--- config.mk ---
export PLATFORM = sky130hd
export DESIGN_NAME = systolic_seq_ctrl
export DESIGN_NICKNAME = d
export VERILOG_FILES = /design/src/rtl/systolic_pkg.sv /design/src/rtl/systolic_opbuf.sv /design/src/rtl/systolic_seq_ctrl.sv
export SDC_FILE = /design/constraint.sdc
export NUM_CORES = 1
export LEC_CHECK = 0
export BUFFER_PORTS_ARGS = -buffer_cell sky130_fd_sc_hd__buf_4
export CAP_MARGIN = 15
export CELL_PAD_IN_SITES_DETAIL_PLACEMENT = 0
export CELL_PAD_IN_SITES_GLOBAL_PLACEMENT = 1
export CORE_UTILIZATION = 45
export CTS_CLUSTER_SIZE = 25
export DETAILED_ROUTE_END_ITERATION = 7
export GPL_ROUTABILITY_DRIVEN = 1
export PLACE_DENSITY_LB_ADDON = 0.1
export SYNTH_ARGS = -nofsm -noshare
export SYNTH_HDL_FRONTEND = slang
export SYNTH_SLANG_ARGS = --single-unit
--- constraint.sdc ---
create_clock -name clk -period 6.15 [get_ports clk]
set_clock_uncertainty 0.05 [all_clocks]
set_input_delay 0.3075 -clock clk [delete_from_list [all_inputs] [get_ports clk]]
set_output_delay 0.3075 -clock clk [all_outputs]
set_load 0.03 [all_outputs]
--- src/rtl/systolic_pkg.sv ---
// Shared types and sizing for the systolic-array sequencer and its operand buffers.
package systolic_pkg;

   localparam int DW    = 8;
   localparam int N_MAX = 16;
   // Step counter covers 2N-1 feed steps and N+PE_LAT-1 drain steps with headroom.
   localparam int T_W   = $clog2(2 * N_MAX) + 1;

   typedef enum logic [1:0] {
      IDLE  = 2'd0,
      FEED  = 2'd1,
      DRAIN = 2'd2,
      DONE  = 2'd3
   } state_t;

endpackage

--- src/rtl/systolic_opbuf.sv ---
// NxN operand register file with one write port and a diagonal read.
// Lane k of the diagonal at step t reads element (k, t-k) for the A side and
// (t-k, k) for the B side; lanes outside the valid diagonal read as zero.
module systolic_opbuf #(
   parameter int N      = 4,
   parameter int DW     = systolic_pkg::DW,
   parameter bit B_SIDE = 1'b0
) (
   input  logic                        clk,
   input  logic                        we,
   input  logic [$clog2(N)-1:0]        row,
   input  logic [$clog2(N)-1:0]        col,
   input  logic [DW-1:0]               wdata,
   input  logic [systolic_pkg::T_W-1:0] t,
   output logic [N*DW-1:0]             diag
);
   import systolic_pkg::*;

   localparam int IW = $clog2(N);

   logic [DW-1:0]  mem [N][N];
   logic [T_W-1:0] d;

   // Element write; contents survive reset so the host need not reload.
   always_ff @(posedge clk) begin
      if (we) begin
         mem[row][col] <= wdata;
      end
   end

   // Diagonal wavefront for step t.
   always_comb begin
      diag = '0;
      d    = '0;
      for (int k = 0; k < N; k++) begin
         d = t - T_W'(k);
         if ((t >= T_W'(k)) && (d < T_W'(N))) begin
            if (B_SIDE) begin
               diag[k*DW +: DW] = mem[d[IW-1:0]][k];
            end else begin
               diag[k*DW +: DW] = mem[k][d[IW-1:0]];
            end
         end
      end
   end

endmodule

--- src/rtl/systolic_seq_ctrl.sv ---
// Sequencer for an NxN fp8 systolic array: holds A/B, feeds the skewed
// wavefront into the west/north edges, times the drain and strobes capture.
// Optional build macro SYS_CTRL_PERF_EN adds the perf_cyc operation-cycle counter.
module systolic_seq_ctrl #(
   parameter int N      = 4,
   parameter int DW     = systolic_pkg::DW,
   parameter int PE_LAT = 2
) (
   input  logic                 clk,
   input  logic                 rst,
   input  logic                 wr_en,
   input  logic                 wr_sel,
   input  logic [$clog2(N)-1:0] wr_row,
   input  logic [$clog2(N)-1:0] wr_col,
   input  logic [DW-1:0]        wr_data,
   output logic                 wr_rej,
   input  logic                 start,
   output logic                 busy,
   output logic                 done,
   output logic [N*DW-1:0]      a_edge,
   output logic [N*DW-1:0]      b_edge,
   output logic                 cap_en,
`ifdef SYS_CTRL_PERF_EN
   output logic [15:0]          perf_cyc,
`endif
   output logic [$clog2(N)-1:0] cap_idx
);
   import systolic_pkg::*;

   // Last step index of each phase, and the drain step where results start emerging.
   localparam logic [T_W-1:0] FEED_LAST  = T_W'(2 * N - 2);
   localparam logic [T_W-1:0] DRAIN_LAST = T_W'(N + PE_LAT - 2);
   localparam logic [T_W-1:0] CAP_FIRST  = T_W'(PE_LAT - 1);

   state_t         state;
   logic [T_W-1:0] t;
   logic [T_W-1:0] t_nx;
   logic [N*DW-1:0] a_diag;
   logic [N*DW-1:0] b_diag;
   logic           wr_ok;

   assign t_nx  = t + 1'b1;
   // Writes land only while idle; a write that coincides with start still
   // commits at that edge, so the first FEED step already sees it.
   assign wr_ok = wr_en && (state == IDLE);

   systolic_opbuf #(.N(N), .DW(DW), .B_SIDE(1'b0)) u_abuf (
      .clk   (clk),
      .we    (wr_ok && !wr_sel),
      .row   (wr_row),
      .col   (wr_col),
      .wdata (wr_data),
      .t     (t),
      .diag  (a_diag)
   );

   systolic_opbuf #(.N(N), .DW(DW), .B_SIDE(1'b1)) u_bbuf (
      .clk   (clk),
      .we    (wr_ok && wr_sel),
      .row   (wr_row),
      .col   (wr_col),
      .wdata (wr_data),
      .t     (t),
      .diag  (b_diag)
   );

   // Sequencer FSM with registered handshake, edge and capture outputs.
   always_ff @(posedge clk) begin
      if (rst) begin
         state   <= IDLE;
         t       <= '0;
         busy    <= 1'b0;
         done    <= 1'b0;
         wr_rej  <= 1'b0;
         cap_en  <= 1'b0;
         cap_idx <= '0;
         a_edge  <= '0;
         b_edge  <= '0;
      end else begin
         wr_rej <= wr_en && (state != IDLE);
         done   <= 1'b0;
         case (state)
            IDLE: begin
               a_edge  <= '0;
               b_edge  <= '0;
               cap_en  <= 1'b0;
               cap_idx <= '0;
               if (start) begin
                  state <= FEED;
                  t     <= '0;
                  busy  <= 1'b1;
               end
            end
            FEED: begin
               // Step t's diagonal appears on the edges one clock later.
               a_edge <= a_diag;
               b_edge <= b_diag;
               if (t == FEED_LAST) begin
                  state   <= DRAIN;
                  t       <= '0;
                  cap_en  <= (CAP_FIRST == '0);
                  cap_idx <= '0;
               end else begin
                  t <= t_nx;
               end
            end
            DRAIN: begin
               a_edge <= '0;
               b_edge <= '0;
               if (t == DRAIN_LAST) begin
                  state   <= DONE;
                  busy    <= 1'b0;
                  done    <= 1'b1;
                  cap_en  <= 1'b0;
                  cap_idx <= '0;
               end else begin
                  // Capture window covers the final N drain cycles.
                  t       <= t_nx;
                  cap_en  <= (t_nx >= CAP_FIRST);
                  cap_idx <= cap_en ? cap_idx + 1'b1 : '0;
               end
            end
            DONE: begin
               state <= IDLE;
            end
            default: begin
               state <= IDLE;
            end
         endcase
      end
   end

`ifdef SYS_CTRL_PERF_EN
   // Clocks from start acceptance through DONE, saturating; held while idle.
   always_ff @(posedge clk) begin
      if (rst) begin
         perf_cyc <= '0;
      end else if ((state == IDLE) && start) begin
         perf_cyc <= 16'd1;
      end else if ((state != IDLE) && (perf_cyc != 16'hFFFF)) begin
         perf_cyc <= perf_cyc + 16'd1;
      end
   end
`endif

endmodule

-- Word-level counts from Yosys, hierarchy flattened
Memories as Yosys holds them, arrays and structs flattened. A register that Yosys moved wholly into a read port is not among the register bits.
Cells that the tools add are included.
- bitwise gates (word level): 6
- muxes and demuxes: 49
- equal/unequal tests: 9
- magnitude comparators: 15
- $add $sub $neg: 5
- reductions and logical operators: 21
- operators with widths (operator ; number):
    $mux W8 ; 17
    $pmux W32 S2 ; 2
    $bmux W8 S2 ; 4
    $mux W32 ; 2
    $lt A6 B3 Y1 const B ; 4
    $ge A6 B1 Y1 const B ; 3
    $mux W6 ; 3
    $pmux W6 S3 ; 1
    $demux W8 S2 ; 1
    $mux W2 ; 8
    $ge A3 B3 Y1 const B ; 5
    $not A2 Y3 ; 5
    $eq A6 B3 Y1 const B ; 2
    $ge A6 B2 Y1 const B ; 2
    $sub A6 B2 Y6 const B ; 2
    $logic_and A1 B1 Y1 ; 9
    $reduce_and A3 Y1 ; 3
    $ne A2 B2 Y1 const B ; 4
    $pmux W2 S4 ; 1
    $mux W1 ; 7
    $add A6 B1 Y6 const B ; 1
    $pmux W2 S3 ; 1
    $reduce_bool A2 Y1 ; 3
    $sub A6 B1 Y6 const B ; 1
    other kinds (12) ; 14
- word-level logic and storage cells: 116
- memory bits (writable): 256
- input bits: 17
- memories: 2
- bits in registers: 78
- output and inout bits: 70
- memories (name ; words ; bits a word ; rd ports ; clocked after Yosys merged registers in ; wr ports ; line ; text):
    u_abuf.mem ; 4 ; 32 ; 4 ; 0 ; 1 ; systolic_opbuf.sv:21 ; logic [DW-1:0] mem [N][N];
    u_bbuf.mem ; 4 ; 32 ; 4 ; 1 ; 1 ; systolic_opbuf.sv:21 ;

-- Depth between registers and ports, before layout
- depth in word-level cells: 7
- depth in mapped cells: 9
- depth with buffers taken out: 6

-- Modules after synthesis
From an unflattened synthesis, not the netlist that was laid out.
- cell total of the unflattened synthesis: 821
- area, all modules: 13406.6 µm²
- modules (own cells, without submodules) (module ; area an instance (µm²) ; times used ; cells an instance ; seq. area each (µm²)):
    systolic_opbuf at u_abuf ; 5247.5 ; 1 ; 252 ; 3843.7
    systolic_opbuf at u_bbuf ; 5205.0 ; 1 ; 254 ; 3843.7
    systolic_seq_ctrl ; 2954.1 ; 1 ; 315 ; 1561.5

-- Worst setup path after synthesis
Ideal clock, no wire load.
- path type: reg2reg
- start: register t[1]
- end: register a_edge[11]
- slack: 3.458 ns
- period minus slack after synthesis: 2.692 ns
- setup time: 0.128 ns
- arrival: 2.514 ns
- stages on the path, launching flop included: 10
- data required time: 5.972 ns
- buffers on the path: 4
- path through: dfxtp_1 > buf_2 > buf_1 > inv_1 > ha_1 > clkbuf_1 > clkbuf_1 > mux4_2 > a32oi_1 > nor2_1
- word-level cells in the longest chain between the ends: 7
- elaborated cells on any way between the ends: 10
- those cells by class: add/sub: 1; order compare: 2; mux: 5; bitwise: 1; reduce/logical: 1
- ends and longest elaborated chain (item ; line ; text):
    start, declared ; systolic_seq_ctrl.sv:36 ; logic [T_W-1:0] t;
    start signal, assigned ; systolic_seq_ctrl.sv:104 ; t <= t_nx;
    start signal, assigned ; systolic_seq_ctrl.sv:118 ; t <= t_nx;
    parallel branches: the longest is 5 deep, another holds $sub A6 B1 Y6 ; n/a ;
    $mux W8 (*) ; systolic_opbuf.sv:37 ; if ((t >= T_W'(k)) && (d < T_W'(N))) begin
    $pmux W32 S2 (*) ; systolic_seq_ctrl.sv:82 ; case (state)
    end signal, assigned ; systolic_seq_ctrl.sv:96 ; a_edge <= a_diag;
    end, declared ; systolic_seq_ctrl.sv:20 ; output logic [N*DW-1:0] a_edge,
Every way passes the cells marked *. The select of a mux whose other input is x is not followed.
A chain may end at the register's enable or synchronous reset.

-- Worst setup path in the final report
- start: register t[0]
- end: register a_edge[15]
The elaborated chain is that of the path after synthesis.

==> impl.org <==
** GRT
- The via count of the first global-routing pass is 7083.
- Entering global routing, the biggest net connects 55 pins.
- The first global-routing pass estimated 41.1 mm of wire.
- Remaining global-route overflow :: 0
- The number of antenna violations at the first check in global routing came to 0.
- Across every metal layer, demand over resource in global routing totals 19.2%.

** Timing
- Minimum period implied by the final worst setup slack :: 2.92 ns
- Setup repair after global routing left no endpoint under its margin.
- In this run the tightest slew margin relative to its limit is 23.3%.
- Max Fclk :: 0.342 GHz
- Endpoints failing hold :: 0
- Slew at the pin with the worst max-slew slack :: 1.14 ns
- The total count of max-transition violations in the final report is 0.
- The final critical path takes up 47.5% of the cycle.
- Setup violations remaining at the end of the flow were counted as 0.
- Final-layout setup total negative slack :: 0 ns

** Setup path
- In this run the worst path has a maximum fanout of 42.
- Data arrives at the worst endpoint at 3.33 ns.
- The worst setup path is captured at a flop.
- Counting cells, the worst reg-to-reg path comes to 5.
- Startpoint type of the worst setup path :: flop
- Worst path required time :: 6.55 ns
- Crit Path Class :: flop to flop
- The worst register-to-register path has a setup slack of 3.23 ns.

** Synth
- Netlist Area Pre-Place :: 12800 um2
- Distinct cell type count of the synthesized netlist :: 55
- Top flip-flop cell by instance count after synthesis :: sky130_fd_sc_hd__edfxtp_1
- Yosys printed 0 warnings.
- Post-Synthesis Mean Instance Area :: 16.7 um2
- Sequential cells were found to cover 72.4% of the synthesized design area.
- Flip-flop and latch count after synthesis :: 336
- Of all flip-flops after synthesis, the portion carrying an async set or reset was 0%.
- EDFF count, synth :: 256
- When the netlist entered floorplanning its net count stood at 800.
- Synthesized netlist cell count :: 769

** Clocking
- CTS Buf Count :: 36
- Clock-pin slew of the registers on the worst-case setup and hold paths :: 0.06 ns
- Root buffer selected by CTS :: sky130_fd_sc_hd__clkbuf_16
- TritonCTS built the clock tree.
- After clock tree synthesis, the repair step resized 0 gates.
- The later pin in the worst-skew pair is clocked with a latency of 0.52 ns.
- Largest buffer count on any clock path :: 3
- The H-tree was split into 2 levels.
- Number of buffers inserted for hold repair after clock tree synthesis :: 0
- Clock tree sinks :: 336
- Post-CTS Setup Repair Bufs :: 0

** Layout
- Ratio of cells with drive above 1 in the final layout :: 26.2%
- Most common library cell in the layout ignoring fill and taps :: sky130_fd_sc_hd__edfxtp_1
- In the layout the commonest cells are sky130_fd_sc_hd__edfxtp_1, sky130_fd_sc_hd__buf_4, sky130_fd_sc_hd__dfxtp_1.
- Fill cells in the final layout number 2290.
- Multi-input gate area in the final layout :: 3160 um2
- The number of antenna diodes in the final layout is 0.
- Registers take 9290 um2.
- Relative to the synthesized area, the layout overhead comes to 16.9%.
- Net count reported at finish :: 885

** Die
- In this run the count of I/O pins placed on the die edge is 87.
- Core Region :: 27900 um2
- Row generation in the floorplan step produced 61 rows.
- The die covers 29200 um2.
- The die is 171 um tall.
- Starting density of the core :: 46.0%
- The die is 171 um wide.

** Detailed routing
- Via count of the routed design :: 6812
- Final routed DRC violation total :: 0
- Final routed wire length divided by cell count :: 21.2 um
- First-pass iteration count of the detailed router :: 5
- Detailed-route wire length :: 26.8 mm
- Post-detailed-route via-to-cell ratio :: 5.41
- The count of nets left with antenna violations once routing finished came out at 0.
- Initial detailed-routing violation count :: 354

** Pwr
- The design draws 5500 uW.
- Max IR drop VDD :: 222 uV
- Summed over all cells, the static leakage comes to 0.00505 uW.
- Power spread over the standard cell area amounts to 366 nW/um2.

** Outcome
- Status :: finished, final reports clean

** Flow run
- Max_cap viols :: 0

** Worst hold path
- Path class of the lowest-slack min-delay path :: primary input to flop
- Cell depth of the worst hold path :: 2

** Placed design
- Half-perimeter wire length of the detailed placement result :: 16.1 mm
- Port Buffer Count :: 86
- Routability-driven placement finished with a final weighted congestion of 0.745.
## where the power goes
group	switching (uW)	total, uW	internal (uW)
Sequential	61.4	2570	2500
Clock	854	2220	1370
Combinational	430	710	280
Total	1350	5500	4150
## logic make-up (layout without fill, tap and decap cells)
family          Yosys count  in the layout  synth area share [%]
simple gates            161            161                  6.06
flops                   336            336                  72.4
mux                      64             64                  11.2
xor+xnor                  4              4                 0.273
buf+inv                  89            202                  3.12
compound gates          101            101                  5.60
fa+ha+maj                14             14                  1.36
## worst paths after layout
path         startpoint    endpoint
min reg2reg  b_edge[25]  b_edge[25]
max                t[0]  a_edge[15]
min               wr_en      wr_rej
max reg2reg        t[0]  a_edge[15]
## stage by stage
stage	area, um2	hold slack, ns	std cells	utilization, %	setup WS [ns]
2_1_floorplan	12800	0.356	769	-	3.46
3_3_place_gp	13800	0.383	1194	49.3	3.20
3_5_place_dp	13800	0.391	1194	49.3	3.19
4_1_cts	15000	0.0712	1260	53.7	3.14
5_1_grt	15000	0.0818	1260	53.7	2.82
6_report	15000	0.0848	1260	53.7	3.23
## state kept, by name, summed over array words and instances, names as in the netlist, named ones only
register	flops
a_edge	32
wr_rej	1
u_bbuf.mem	128
cap_idx	2
busy	1
done	1
t	6
state	2
b_edge	32
u_abuf.mem	128
cap_en	1
## area by class of cell
type                       instances  share of cell area, %
sequential                       336                   61.9
multi-input combinational        344                   21.1
clock buffer                      50                   6.77
timing repair buffer              91                   4.55
tap                              378                   3.15
clock inverter                    16                   1.40
inverter                          45                   1.13
## cells in the mapped netlist (4+ instances only)
library cell | n | share of area, %
sky130_fd_sc_hd__buf_6 | 4 | 0.35
sky130_fd_sc_hd__nor2_1 | 67 | 2.0
sky130_fd_sc_hd__nand3_1 | 11 | 0.43
sky130_fd_sc_hd__buf_2 | 11 | 0.43
sky130_fd_sc_hd__edfxtp_1 | 256 | 60
sky130_fd_sc_hd__o32ai_1 | 5 | 0.34
sky130_fd_sc_hd__ha_1 | 14 | 1.4
sky130_fd_sc_hd__o21ai_2 | 10 | 0.68
sky130_fd_sc_hd__dfxtp_1 | 80 | 12
sky130_fd_sc_hd__inv_1 | 45 | 1.3
sky130_fd_sc_hd__nor2b_1 | 4 | 0.19
sky130_fd_sc_hd__mux4_2 | 64 | 11
sky130_fd_sc_hd__a32oi_1 | 16 | 1.1
sky130_fd_sc_hd__o21ai_1 | 4 | 0.16
sky130_fd_sc_hd__nand2_1 | 43 | 1.3
sky130_fd_sc_hd__o21ai_0 | 21 | 0.82
sky130_fd_sc_hd__a21oi_1 | 10 | 0.39
sky130_fd_sc_hd__clkbuf_1 | 21 | 0.61
sky130_fd_sc_hd__a22oi_1 | 16 | 0.94
sky130_fd_sc_hd__buf_4 | 6 | 0.35
sky130_fd_sc_hd__nand2b_1 | 4 | 0.19
sky130_fd_sc_hd__nor3_1 | 6 | 0.23
sky130_fd_sc_hd__or3_1 | 4 | 0.19
## worst max-delay path: stages, from the launching register on
cell and delay [ns]:
sky130_fd_sc_hd__dfxtp_4 0.72, sky130_fd_sc_hd__buf_4 0.68, sky130_fd_sc_hd__a21boi_1 0.21, sky130_fd_sc_hd__xnor2_2 0.79
sky130_fd_sc_hd__a32oi_1 0.20, sky130_fd_sc_hd__nor2_1 0.14
## routing by layer
metal | global-route usage [%] | up-vias | routed length [um]
met5 | 0 | - | 0
met3 | 3.42 | 38 | 1320
met1 | 25.8 | 3480 | 11700
met2 | 32.4 | 179 | 13200
met4 | 4.77 | 0 | 484
li1 | - | 3115 | -
Note: power is estimated with default switching activity, not from simulation.
